`src/rtl/seq_mult_pkg.sv`:
```
`default_nettype none
// ============================================================================
// Module      : seq_mult_pkg
// Description : Shared types and constants for the parametrised sequential
//               shift/add multiplier: FSM state encoding and the legal
//               operand-width range.
// Revision    : 1.0 - initial release
// ============================================================================
package seq_mult_pkg;

  // Controller states, explicit 2-bit encoding.
  typedef enum logic [1:0] {
    IDLE = 2'd0,
    RUN  = 2'd1,
    FIX  = 2'd2
  } state_t;

  // Legal operand widths.
  localparam int c_WIDTH_MIN = 4;
  localparam int c_WIDTH_MAX = 64;

endpackage : seq_mult_pkg
`default_nettype wire

```
`src/rtl/seq_mult_param_if.sv`:
```
`default_nettype none
// ============================================================================
// Module      : seq_mult_param_if
// Description : Start/busy handshake and result bus of the sequential
//               multiplier.
//               start  - request, accepted only while busy=0
//               tc     - 1: two's-complement operands, 0: unsigned
//               mlier  - multiplier operand   (WIDTH bits)
//               mcand  - multiplicand operand (WIDTH bits)
//               busy   - operation in flight
//               valid  - one-cycle pulse, prodt is new in that cycle
//               prodt  - product (2*WIDTH bits), held until the next valid
//               master : requester side, slave : multiplier side.
// Revision    : 1.0 - initial release
// ============================================================================
interface seq_mult_param_if #(
  parameter int WIDTH = 32
);

  logic                 start;
  logic                 tc;
  logic [WIDTH-1:0]     mlier;
  logic [WIDTH-1:0]     mcand;
  logic                 busy;
  logic                 valid;
  logic [2*WIDTH-1:0]   prodt;

  modport master (
    output start,
    output tc,
    output mlier,
    output mcand,
    input  busy,
    input  valid,
    input  prodt
  );

  modport slave (
    input  start,
    input  tc,
    input  mlier,
    input  mcand,
    output busy,
    output valid,
    output prodt
  );

endinterface : seq_mult_param_if
`default_nettype wire

```
`src/rtl/mult_abs.sv`:
```
`default_nettype none
// ============================================================================
// Module      : mult_abs
// Description : Combinational conditional magnitude. When tc=1 the input is
//               treated as two's complement and its magnitude is returned
//               together with its sign; when tc=0 the input passes through
//               unchanged and sign is 0.
//               value - WIDTH-bit operand
//               tc    - operand is signed
//               mag   - WIDTH-bit unsigned magnitude
//               sign  - operand was negative
// Revision    : 1.0 - initial release
// ============================================================================
module mult_abs #(
  parameter int WIDTH = 32
) (
  input  logic [WIDTH-1:0] value,
  input  logic             tc,
  output logic [WIDTH-1:0] mag,
  output logic             sign
);

  assign sign = tc & value[WIDTH-1];

  // The most negative value negates to itself, whose unsigned reading is
  // exactly 2^(WIDTH-1), so no extra bit is needed.
  assign mag = sign ? (-value) : value;

endmodule : mult_abs
`default_nettype wire

```
`src/rtl/seq_mult_param.sv`:
```
`default_nettype none
// ============================================================================
// Module      : seq_mult_param
// Description : Parametrised fixed-latency shift/add multiplier. Operands and
//               signed/unsigned mode are captured on an accepted start; the
//               magnitudes are multiplied over WIDTH iterations and the sign
//               is applied in a final fix-up cycle. The product is held
//               between valid pulses.
//               clock   - rising-edge clock
//               reset_n - asynchronous active-low reset
//               bus     - handshake/result interface (slave side)
// Revision    : 1.0 - initial release
// ============================================================================
module seq_mult_param #(
  parameter int WIDTH = 32
) (
  input  logic              clock,
  input  logic              reset_n,
  seq_mult_param_if.slave   bus
);

  import seq_mult_pkg::*;

  localparam int                CNT_W      = $clog2(WIDTH + 1);
  localparam int                c_PW       = 2 * WIDTH;
  localparam logic [CNT_W-1:0]  c_CNT_LAST = CNT_W'(WIDTH - 1);

  generate
    if (WIDTH < c_WIDTH_MIN || WIDTH > c_WIDTH_MAX) begin : g_width_illegal
      $error("seq_mult_param: WIDTH out of legal range");
    end
  endgenerate

  // --------------------------------------------------------------------------
  // Operand magnitude and sign extraction
  // --------------------------------------------------------------------------
  logic [WIDTH-1:0] w_mag_lier;
  logic [WIDTH-1:0] w_mag_cand;
  logic             w_sign_lier;
  logic             w_sign_cand;

  mult_abs #(.WIDTH(WIDTH)) u_abs_lier (
    .value (bus.mlier),
    .tc    (bus.tc),
    .mag   (w_mag_lier),
    .sign  (w_sign_lier)
  );

  mult_abs #(.WIDTH(WIDTH)) u_abs_cand (
    .value (bus.mcand),
    .tc    (bus.tc),
    .mag   (w_mag_cand),
    .sign  (w_sign_cand)
  );

  // --------------------------------------------------------------------------
  // Controller
  // --------------------------------------------------------------------------
  state_t r_state;
  state_t w_state_nxt;

  logic [CNT_W-1:0] r_cnt;
  logic [c_PW-1:0]  r_acc;
  logic [c_PW-1:0]  r_h;
  logic [WIDTH-1:0] r_q;
  logic             r_neg;
  logic             r_valid;
  logic [c_PW-1:0]  r_prodt;
  logic [c_PW-1:0]  w_fixed;

  always_ff @(posedge clock or negedge reset_n) begin
    if (!reset_n) begin
      r_state <= IDLE;
    end else begin
      r_state <= w_state_nxt;
    end
  end

  always_comb begin
    w_state_nxt = r_state;
    case (r_state)
      IDLE: begin
        if (bus.start) begin
          w_state_nxt = RUN;
        end
      end
      RUN: begin
        // The edge that takes the counter to WIDTH is the last iteration.
        if (r_cnt == c_CNT_LAST) begin
          w_state_nxt = FIX;
        end
      end
      FIX: begin
        w_state_nxt = IDLE;
      end
      default: begin
        w_state_nxt = IDLE;
      end
    endcase
  end

  // Sign fix-up at full product width; negating zero stays zero.
  assign w_fixed = r_neg ? (-r_acc) : r_acc;

  // --------------------------------------------------------------------------
  // Datapath
  // --------------------------------------------------------------------------
  always_ff @(posedge clock or negedge reset_n) begin
    if (!reset_n) begin
      r_cnt   <= '0;
      r_acc   <= '0;
      r_h     <= '0;
      r_q     <= '0;
      r_neg   <= 1'b0;
      r_valid <= 1'b0;
      r_prodt <= '0;
    end else begin
      r_valid <= (r_state == FIX);
      case (r_state)
        IDLE: begin
          if (bus.start) begin
            r_acc <= '0;
            r_h   <= {{WIDTH{1'b0}}, w_mag_cand};
            r_q   <= w_mag_lier;
            r_neg <= w_sign_lier ^ w_sign_cand;
            r_cnt <= '0;
          end
        end
        RUN: begin
          if (r_q[0]) begin
            r_acc <= r_acc + r_h;
          end
          r_h   <= r_h << 1;
          r_q   <= r_q >> 1;
          r_cnt <= r_cnt + CNT_W'(1);
        end
        FIX: begin
          r_prodt <= w_fixed;
        end
        default: begin
        end
      endcase
    end
  end

  assign bus.busy  = (r_state != IDLE);
  assign bus.valid = r_valid;
  assign bus.prodt = r_prodt;

endmodule : seq_mult_param
`default_nettype wire

```
`src/flat_wrapper.sv`:
```
// flat-port wrapper written by rule: the top's interface ports become plain ports
module seq_mult_param_flat import seq_mult_pkg::*;
#(
  parameter int WIDTH = 32
)
  (clock, reset_n, bus_start, bus_tc, bus_mlier, bus_mcand, bus_busy, bus_valid, bus_prodt);
  seq_mult_param_if #(.WIDTH(WIDTH)) bus_i ();
  input  logic clock;
  input  logic reset_n;
  input wire logic [$bits(bus_i.start)-1:0] bus_start;
  input wire logic [$bits(bus_i.tc)-1:0] bus_tc;
  input wire logic [$bits(bus_i.mlier)-1:0] bus_mlier;
  input wire logic [$bits(bus_i.mcand)-1:0] bus_mcand;
  output wire logic [$bits(bus_i.busy)-1:0] bus_busy;
  output wire logic [$bits(bus_i.valid)-1:0] bus_valid;
  output wire logic [$bits(bus_i.prodt)-1:0] bus_prodt;
  assign bus_i.start = bus_start;
  assign bus_i.tc = bus_tc;
  assign bus_i.mlier = bus_mlier;
  assign bus_i.mcand = bus_mcand;
  assign bus_busy = bus_i.busy;
  assign bus_valid = bus_i.valid;
  assign bus_prodt = bus_i.prodt;
  seq_mult_param #(.WIDTH(WIDTH)) u_core (.clock(clock), .reset_n(reset_n), .bus(bus_i));
endmodule
```
`config.mk`:
```
export PLATFORM = sky130hd
export DESIGN_NAME = seq_mult_param_flat
export DESIGN_NICKNAME = d
export VERILOG_FILES = /design/src/rtl/seq_mult_pkg.sv /design/src/rtl/seq_mult_param_if.sv /design/src/rtl/mult_abs.sv /design/src/rtl/seq_mult_param.sv /design/src/flat_wrapper.sv
export SDC_FILE = /design/constraint.sdc
export NUM_CORES = 1
export LEC_CHECK = 0
export ABC_AREA = 1
export CAP_MARGIN = 20
export CORE_UTILIZATION = 65
export DETAILED_ROUTE_END_ITERATION = 8
export GPL_ROUTABILITY_DRIVEN = 1
export PLACE_DENSITY = 0.95
export SLEW_MARGIN = 0
export SYNTH_ARGS = -nofsm -noshare
export SYNTH_HDL_FRONTEND = slang
export SYNTH_SLANG_ARGS = --single-unit
```
`constraint.sdc`:
```
create_clock -name clock -period 3.75 [get_ports clock]
set_clock_uncertainty 0.1 [all_clocks]
set_input_delay 0.75 -clock clock [delete_from_list [all_inputs] [get_ports clock]]
set_output_delay 0.75 -clock clock [all_outputs]
set_load 0.005 [all_outputs]
```
== After elaboration in Yosys (flattened, before gate mapping) ==
Index checks and enable logic that the tools add are counted.
Widths: inputs -> output; s select.

* Output and inout port bits: 66
* Logic and storage cells: 44
* Input port bits: 68
* Bits in registers: 234

* Add/sub/neg operators: 5
* Mux-type cells: 15
* Bitwise gates (word level): 3
* Reductions and logical operators: 7
* Eq/ne operators: 6

{| class="wikitable"
|+ Operators with widths
! operator !! count
|-
| $mux 64 || 4
|-
| $pmux 64 s2 || 2
|-
| $mux 32 || 3
|-
| $add 64x64->64 || 1
|-
| $neg 32->32 || 2
|-
| $neg 64->64 || 1
|-
| $pmux 32 s2 || 1
|-
| $pmux 6 s2 || 1
|-
| $add 6x1->6 const B || 1
|-
| $eq 6x5->1 const B || 1
|-
| $mux 6 || 1
|-
| $reduce_and 2->1 || 3
|-
| $mux 2 || 2
|-
| $ne 2x1->1 const B || 2
|-
| $pmux 2 s2 || 1
|-
| $reduce_bool 2->1 || 2
|-
| $reduce_and 3->1 || 1
|-
| $and 1x1->1 || 2
|-
| $eq 2x1->1 const B || 1
|-
| $eq 2x2->1 const B || 1
|-
| $logic_not 2->1 || 1
|-
| $ne 2x2->1 const B || 1
|-
| $xor 1x1->1 || 1
|}

== Longest topological paths before layout ==
Gate-level depths: netlist of the first run.

* Depth after elaboration: 4
* Depth in mapped cells: 16
* Depth with buffers taken out: 16

== Hierarchy ==
From an unflattened synthesis of the first run, not the netlist that was laid out.

* Cells, all modules: 3095
* Area, all modules: 18878.1 µm²

{| class="wikitable"
|+ By module, submodules not included
! module !! sequential area each (µm²) !! area each (µm²) !! instances !! cells an instance
|-
| seq_mult_param || 5855.6 || 16788.6 || 1 || 2639
|-
| mult_abs || 0.0 || 1044.8 || 2 || 228
|}

== Worst setup path before layout of the first run ==
Ideal clock, no wire load.

* Path type: input to register
* Start point: input port bus_mcand[0]
* End point: register u_core.r_h[28]
* Stages on the path: 11
* Buffers on the path: 0
* Library setup time: 0.121 ns
* Data arrival time: 1.879 ns
* Slack: 1.649 ns
* Data required time: 3.529 ns
* Cell sequence: inv_1 > ha_1 > nand4_1 > nor2_2 > nand2_1 > nand2_2 > nand2_2 > a21oi_2 > nand3_1 > nand3_1 > nand2_1

* Longest elaborated chain between the ends: 4

{| class="wikitable"
|+ Ends and longest elaborated chain
! element !! RTL line !! text
|-
| from (decl) || flat_wrapper.sv:13 || <nowiki>input wire logic [$bits(bus_i.mcand)-1:0] bus_mcand;</nowiki>
|-
| $neg 32->32 || mult_abs.sv:27 || <nowiki>assign mag = sign ? (-value) : value;</nowiki>
|-
| $mux 32 || mult_abs.sv:27 ||
|-
| $mux 64 || seq_mult_param.sv:121 || <nowiki>if (bus.start) begin</nowiki>
|-
| $pmux 64 s2 || seq_mult_param.sv:119 || <nowiki>case (r_state)</nowiki>
|-
| to (signal assigned) || seq_mult_param.sv:123 || <nowiki>r_h <= {{WIDTH{1'b0}}, w_mag_cand};</nowiki>
|-
| to (signal assigned) || seq_mult_param.sv:133 || <nowiki>r_h <= r_h << 1;</nowiki>
|-
| to (decl) || seq_mult_param.sv:64 || <nowiki>logic [c_PW-1:0] r_h;</nowiki>
|}

Every way passes these cells. The select of a mux whose other input is x is not followed.
A chain may end at the register's enable or synchronous reset.

== Worst setup path after layout of the first run ==
* Start point: register u_core.r_acc[0]
* End point: register u_core.r_acc[20]

* Longest elaborated chain between the ends: 3

{| class="wikitable"
|+ Ends and longest elaborated chain
! element !! RTL line !! text
|-
| from (decl) || seq_mult_param.sv:63 || <nowiki>logic [c_PW-1:0] r_acc;</nowiki>
|-
| from (signal assigned) || seq_mult_param.sv:131 || <nowiki>r_acc <= r_acc + r_h;</nowiki>
|-
| $add 64x64->64 || seq_mult_param.sv:131 ||
|-
| $mux 64 || seq_mult_param.sv:130 || <nowiki>if (r_q[0]) begin</nowiki>
|-
| $pmux 64 s2 || seq_mult_param.sv:119 ||
|}

Every way passes these cells. The select of a mux whose other input is x is not followed.

==> results.md, run 1 <==
* Share of the synthesized area in the top cell type at 32.0%
* DP HPWL at 45700 um
* Switching Share at 50.7%
* Core area at 27800 um^2
* Multiplexer share of the synthesized area at 0%
* Leak at 11.2 nW
* Count of different cell masters after synthesis at 53
* Post-synthesis xor/xnor area fraction at 3.25%
* Nets@finish at 3168
* Status: completed
* #FFs+latches synth at 234
* Total GRT Usage at 41.5%
* Leading area contributor after synthesis: dfrtp_1
* Period utilization at 71.2%
* Dpl cells at 3381
* Die Wd at 170 um
* I/O Pins at 134
* Worst Path Required at 4.06 ns
* Largest net degree at the start of global routing at 98
* Initial antenna violation count at 1
* Max-cap check violation count at 0
* Startpoint Class: flip-flop
* TNS Setup at 0 ns
* WP data arrival at 2.99 ns
* Share of layout cells above drive strength 1 at 4.55%
* Number of remaining DRC errors at 0
* Seq/Total Area, Yosys at 32.0%
* Grt total ovfl at 0
* DR WL/cell at 17.2 um
* CTS Sinks at 234
* H-Tree Depth at 1
* Post-DRT Antenna Nets at 0
* Worst-Skew Late Latency at 0.55 ns
* Syn_area_per_cell at 6.29 um^2
* Non-Filler Instances at 3430
* PD cells at 866 nW/um^2
* Post-synth top flop: dfrtp_1
* Vias per cell at 5.77
* Most frequent cell after synthesis: nand2_1
* P_int at 0.00896 W
* Ys async rst share at 100%
* CTS tree: yes
* Min Clock Period, post-route at 2.67 ns
* Initial Util at 66.0%
* Critical Setup Path Class: reg2reg
* DRT Pass-1 Iters at 6
* Most common library cells after synthesis: nand2_1 (1028), inv_1 (475), nor2_1 (265), dfrtp_1 (234), nand3_1 (186)
* Cell Area, Placed at 20000 um^2
* Final Max Slew Viols at 0
* Syn Std Cell Area at 18300 um^2
* Actual slew at the worst max-slew pin at 0.871 ns
* Site Rows at 61
* Fraction of the mapped netlist area in adder cells at 4.68%
* Wirelength, routed at 59100 um
* Final instance area at 21000 um^2
* VDD IR-drop max at 0.487 mV
* Routed vias at 19786
* Synth Instances at 2915
* Slew margin rel. at 41.8%
* Initial DRC count at 2416
* Clock transition at path regs at 0.06 ns
* CP Capture Type: flip-flop
* GPL Wtd Cong at 1.11
* Fillcell total at 2287
* Post-cts sizing count at 0
* CP startpoint: u_core.r_acc[0]
* Finished Core Util at 75.6%
* Synth Area in Compound Gates at 12.2%
* Layout area overhead at 14.6%
* Reg2reg start: u_core.r_acc[0]
* Antenna cell count at 0
* First-pass GRT wire length at 94200 um
* Post-CTS Setup Bufs at 0
* Syn Nets at 3051
* Simple-gate share of the synthesized area at 36.4%
* Port Buffers at 133
* RSZ-0062 raised after global routing: false
* Clk network pwr share at 16.1%
* CTS Root Cell: clkbuf_16
* Post-synth EDFFs at 0
* Leading post-synthesis cells by cell area: dfrtp_1 (32%), nand2_1 (21%), inv_1 (9.7%)
* Clock buffer depth at 3
* Vias in the first global route at 18676
* YS warnings at 0
* Sequential Power Share at 26.5%
* TritonCTS buffer count at 27
* Final hold violation count at 0
* Chip height at 170 um
* Die area at 28900 um^2
* Logic pwr share at 57.4%
* Maximum clock rate at 374 MHz
* Peak fanout along the critical path at 5
* Psw at 0.00922 W
* Largest family of logic cells by synthesized area: simple AND/OR/NAND/NOR gates
* Hold Crit Class: in2async
* Setup-failing EPs final at 0
* Post-CTS Hold Buffers at 0
## per-stage QoR
step | setup slack [ns] | power (W) | hold WS [ns]
3_5_place_dp | 0.711 | 0.0148 | 0.331
5_1_grt | 0.804 | 0.0194 | 0.182
2_1_floorplan | 1.65 | 0.0114 | 0.310
6_report | 1.08 | 0.0182 | 0.102
4_1_cts | 1.16 | 0.0178 | 0.146
3_3_place_gp | 0.790 | 0.0144 | 0.317
## critical path, cell delays in order (launching register included)
cell     delay (ns)
dfrtp_1        0.38
ha_1           0.19
inv_1          0.06
fa_1           0.36
inv_1          0.17
nand3_1        0.12
nand2_1        0.13
nand3_1        0.09
nand3_1        0.23
nand2_1        0.08
nand2_1        0.21
a21oi_1        0.11
o21ai_0        0.18
o21ai_1        0.12
## cells in the final DEF, fill, tap and decap left out, types with 4 or more instances in the layout
cell,instances
nand3b_1,4
nor4_1,6
nor3_1,28
clkinv_2,5
a31oi_1,14
nand3_1,186
inv_2,11
a22oi_1,58
nand2_1,1028
nor2_4,5
o22ai_1,36
o31ai_1,8
nor2_1,264
nand2_2,9
xnor2_1,8
buf_4,20
clkbuf_8,4
xor2_1,60
bufinv_16,6
clkdlybuf4s50_1,132
nor3_2,5
a21oi_1,75
nand4_1,35
o21ai_0,136
clkbuf_16,27
inv_1,474
nor2_2,19
or2_2,9
dfrtp_1,234
ha_1,67
o21ai_1,36
## flip-flops by register name, summed over array words and instances (netlist names)
signal            count
u_core.r_neg          1
u_core.r_state        2
u_core.r_acc         64
u_core.bus.valid      1
u_core.r_cnt          6
u_core.r_q           32
u_core.bus.prodt     64
u_core.r_h           64
## cell type report
class	count	area [um^2]	share of cell area, %
Multi-Input combinational cell	2129	10400	49.3
Sequential cell	234	5860	27.9
Inverter	486	1820	8.69
Timing Repair Buffer	154	1510	7.17
Clock buffer	33	738	3.51
Tap cell	378	473	2.25
Clock inverter	16	245	1.17
## path summary, 6_finish.rpt
| path | end | slack, ns | cells after the start |
|---|---|---|---|
| min in group clock | u_core.r_state[1] | 0.36 | 1 |
| min | u_core.bus.valid | 0.10 | 1 |
| min reg2reg | u_core.r_state[1] | 0.36 | 1 |
| max | u_core.r_acc[20] | 1.08 | 13 |
| max reg2reg | u_core.r_acc[20] | 1.08 | 13 |
| max in group asynchronous | u_core.r_h[18] | 2.46 | 2 |
## power groups by stage
stage	Clock, W	Sequential, W	Combinational [W]
floorplan	0	0.00432	0.00710
global placement	0	0.00470	0.00971
detailed placement	0	0.00476	0.0100
CTS	0.00293	0.00473	0.0102
global route	0.00303	0.00488	0.0115
finish	0.00293	0.00482	0.0104
## per-layer routing
| layer | vias to the layer above | track usage (%) | part of all wire (%) |
|---|---|---|---|
| met4 | 2 | 20.3 | 4.8 |
| met3 | 200 | 7.28 | 11 |
| met5 | - | 0 | 0.022 |
| met1 | 9059 | 54.5 | 40 |
| met2 | 1070 | 66.3 | 44 |
| li1 | 9455 | - | - |
## logic make-up (layout without fill, tap and decap cells)
kind of cell,after synthesis,count (layout)
xor+xnor,68,68
fa+ha+maj,68,68
simple gates,1609,1609
buf+inv,552,689
flops,234,234
compound gates,384,384
(Power assumes the default switching activity.)
==> inputs of run 2 (changes only) <==
- CORE_UTILIZATION: 65 -> 55
- PLACE_DENSITY: 0.95 -> 0.87
- clock period: 3.75 -> 2.3 ns (I/O delays scaled with it)
==> run 2 against run 1 <==
Against the previous run:
- the run now ends with setup timing left
- count of clock-buffer cells in the layout is the same
- maximum frequency grew 10%
- sequential power grew 58%
- routed wire length grew 12%
- die area grew 18%
- largest power group unchanged
- non-clock buffer count grew 247
- worst hold slack gained 0.12 ns
- critical endpoint is now u_core.r_acc[28]
- worst setup slack lost 1.2 ns
==> results.md, run 2 (same netlist as run 1, synthesis figures left out) <==
* Finished Core Util at 73.3%
* Layout area overhead at 30.5%
* Wirelength, routed at 66300 um
* Worst-Skew Late Latency at 0.58 ns
* Die area at 34000 um^2
* Antenna cell count at 0
* PD cells at 1450 nW/um^2
* Max-cap check violation count at 0
* Violated checks: setup timing
* Startpoint Class: flip-flop
* Clock buffer depth at 3
* Period utilization at 105%
* Critical Path Slowest Stage Cell: dfrtp_1
* CTS Root Cell: clkbuf_16
* Crit path setup slack, layout at -0.124 ns
* Commonest cells after routing, fill and taps aside: nand2_1 (992), inv_1 (468), buf_4 (253)
* CP bufs+invs at 2
* Setup-failing EPs final at 2
* Status: finished with violations
* CP startpoint: u_core.r_h[6]
* Fillcell total at 2617
* Largest net degree at the start of global routing at 67
* Overall Power at 0.0348 W
* WP data arrival at 2.77 ns
* R2R cell count at 13
* Total GRT Usage at 38.5%
* Min Clock Period, post-route at 2.42 ns
* Multi-input gate area at 11300 um^2
* CTS Sinks at 234
* Peak fanout along the critical path at 4
* Clock transition at path regs at 0.07 ns
* First-pass GRT wire length at 102000 um
* Site Rows at 66
* Initial DRC count at 1932
* GPL Wtd Cong at 0.995
* Vias in the first global route at 19508
* Post-DRT Antenna Nets at 0
* Nets@finish at 3416
* DP HPWL at 51200 um
* R2R Path End: u_core.r_acc[28]
* DR WL/cell at 17.7 um
* Final hold violation count at 0
* Max stage delay on crit path at 0.46 ns
* Critical Setup Path Class: reg2reg
* CTS tree: yes
* Share of layout cells above drive strength 1 at 16.5%
* Routed vias at 20738
* CP delay by family, top: simple AND/OR/NAND/NOR gates
* Final Max Slew Viols at 0
* Most common cell after layout, fill and taps aside: nand2_1
* Cell Chain, Critical Path: ha_4 > nand2_1 > buf_4 > inv_1 > nand2_1 > nand2_1 > nand2_1 > nand3_2 > nand2_1 > nand2_4 > or2_2 > nand3_1 > o21ai_0
* Port Buffers at 133
* VDD IR-drop max at 0.939 mV
* TritonCTS buffer count at 28
* Actual slew at the worst max-slew pin at 0.584 ns
* Critical path depth at 13
* Hold Crit Class: in2async
* Slew margin rel. at 61.0%
* Initial antenna violation count at 2
* DRT Pass-1 Iters at 8
* Register-to-Register Setup Slack at -0.12 ns
* Die Wd at 185 um
* Number of remaining DRC errors at 0
* Leak at 12.4 nW
* Grt total ovfl at 0
* Core area at 32600 um^2
* Chip height at 185 um
* Worst Path Required at 2.64 ns
* Vias per cell at 5.55
* RSZ-0062 raised after global routing: true
* I/O Pins at 134
* CP endpoint: u_core.r_acc[28]
* Reg2reg start: u_core.r_h[6]
* CP Capture Type: flip-flop
* H-Tree Depth at 1
* Reg area at 5870 um^2
* Initial Util at 56.2%
* Cell mode on critical path: nand2_1
* Maximum clock rate at 413 MHz
==> run 2: worst min path at each step <==
stage | end | slack [ns] | cells after the start
after floorplan | u_core.bus.prodt[0] | 0.06 | 0
after global placement | u_core.r_q[10] | 0.20 | 1
after detailed placement | u_core.r_q[11] | 0.20 | 1
after CTS | u_core.r_acc[3] | 0.21 | 2
after global routing | u_core.r_acc[3] | 0.24 | 2
final | u_core.r_acc[3] | 0.23 | 2
==> run 2: repair_timing <==
action	4_1_cts	5_1_grt
cloned	0	0
pin swaps	1	19
setup endpoints to repair	34	70
hold buffers	1	0
hold endpoints to repair	199	0
gates resized for setup	17	178
setup buffers	0	11
==> run 2: area by class of cell <==
type / instances / area share (%)
multi-input cells: 2129 / 47.1
flip-flops and latches: 234 / 24.6
repair buffers: 401 / 14.7
inverters: 486 / 7.66
clock buffers: 33 / 3.10
well taps: 442 / 2.31
clock inverters: 13 / 0.523
==> run 2: worst reg2reg max path, cell delays in order (launching register included) <==
cell and delay [ns]:
dfrtp_1 0.46, ha_4 0.29, nand2_1 0.14, buf_4 0.15, inv_1 0.05, nand2_1 0.09
nand2_1 0.09, nand2_1 0.12, nand3_2 0.15, nand2_1 0.14, nand2_4 0.09, or2_2 0.29
nand3_1 0.07, o21ai_0 0.08
==> run 2: layer usage <==
metal	vias to the layer above	wire length, um	track usage (%)
met3	204	7160	7.98
met2	988	29600	61.4
met4	4	2420	13.5
li1	9943	-	-
met1	9599	27100	51.4
met5	-	28	0
==> run 2: power breakdown <==
part / total (W) / switching [W] / leakage [nW] / internal [W]
sequential: 0.00760 / 0.00169 / 3.02 / 0.00591
clock: 0.00436 / 0.00186 / 0.430 / 0.00249
combinational: 0.0228 / 0.0134 / 8.96 / 0.00944
total: 0.0348 / 0.0169 / 12.4 / 0.0178
==> run 2: per-stage QoR <==
| step | hold WS [ns] | area, um^2 | TNS [ns] | cells | worst slack (ns) |
|---|---|---|---|---|---|
| after CTS | 0.211 | 22900 | -0.0601 | 3727 | -0.0204 |
| after global placement | 0.203 | 22000 | -0.626 | 3680 | -0.0765 |
| after global routing | 0.237 | 23900 | -1.21 | 3738 | -0.173 |
| after floorplan | 0.0644 | 18300 | 0 | 2915 | 0.270 |
| after detailed placement | 0.205 | 22000 | -2.67 | 3680 | -0.196 |
| final | 0.227 | 23900 | -0.128 | 3738 | -0.124 |
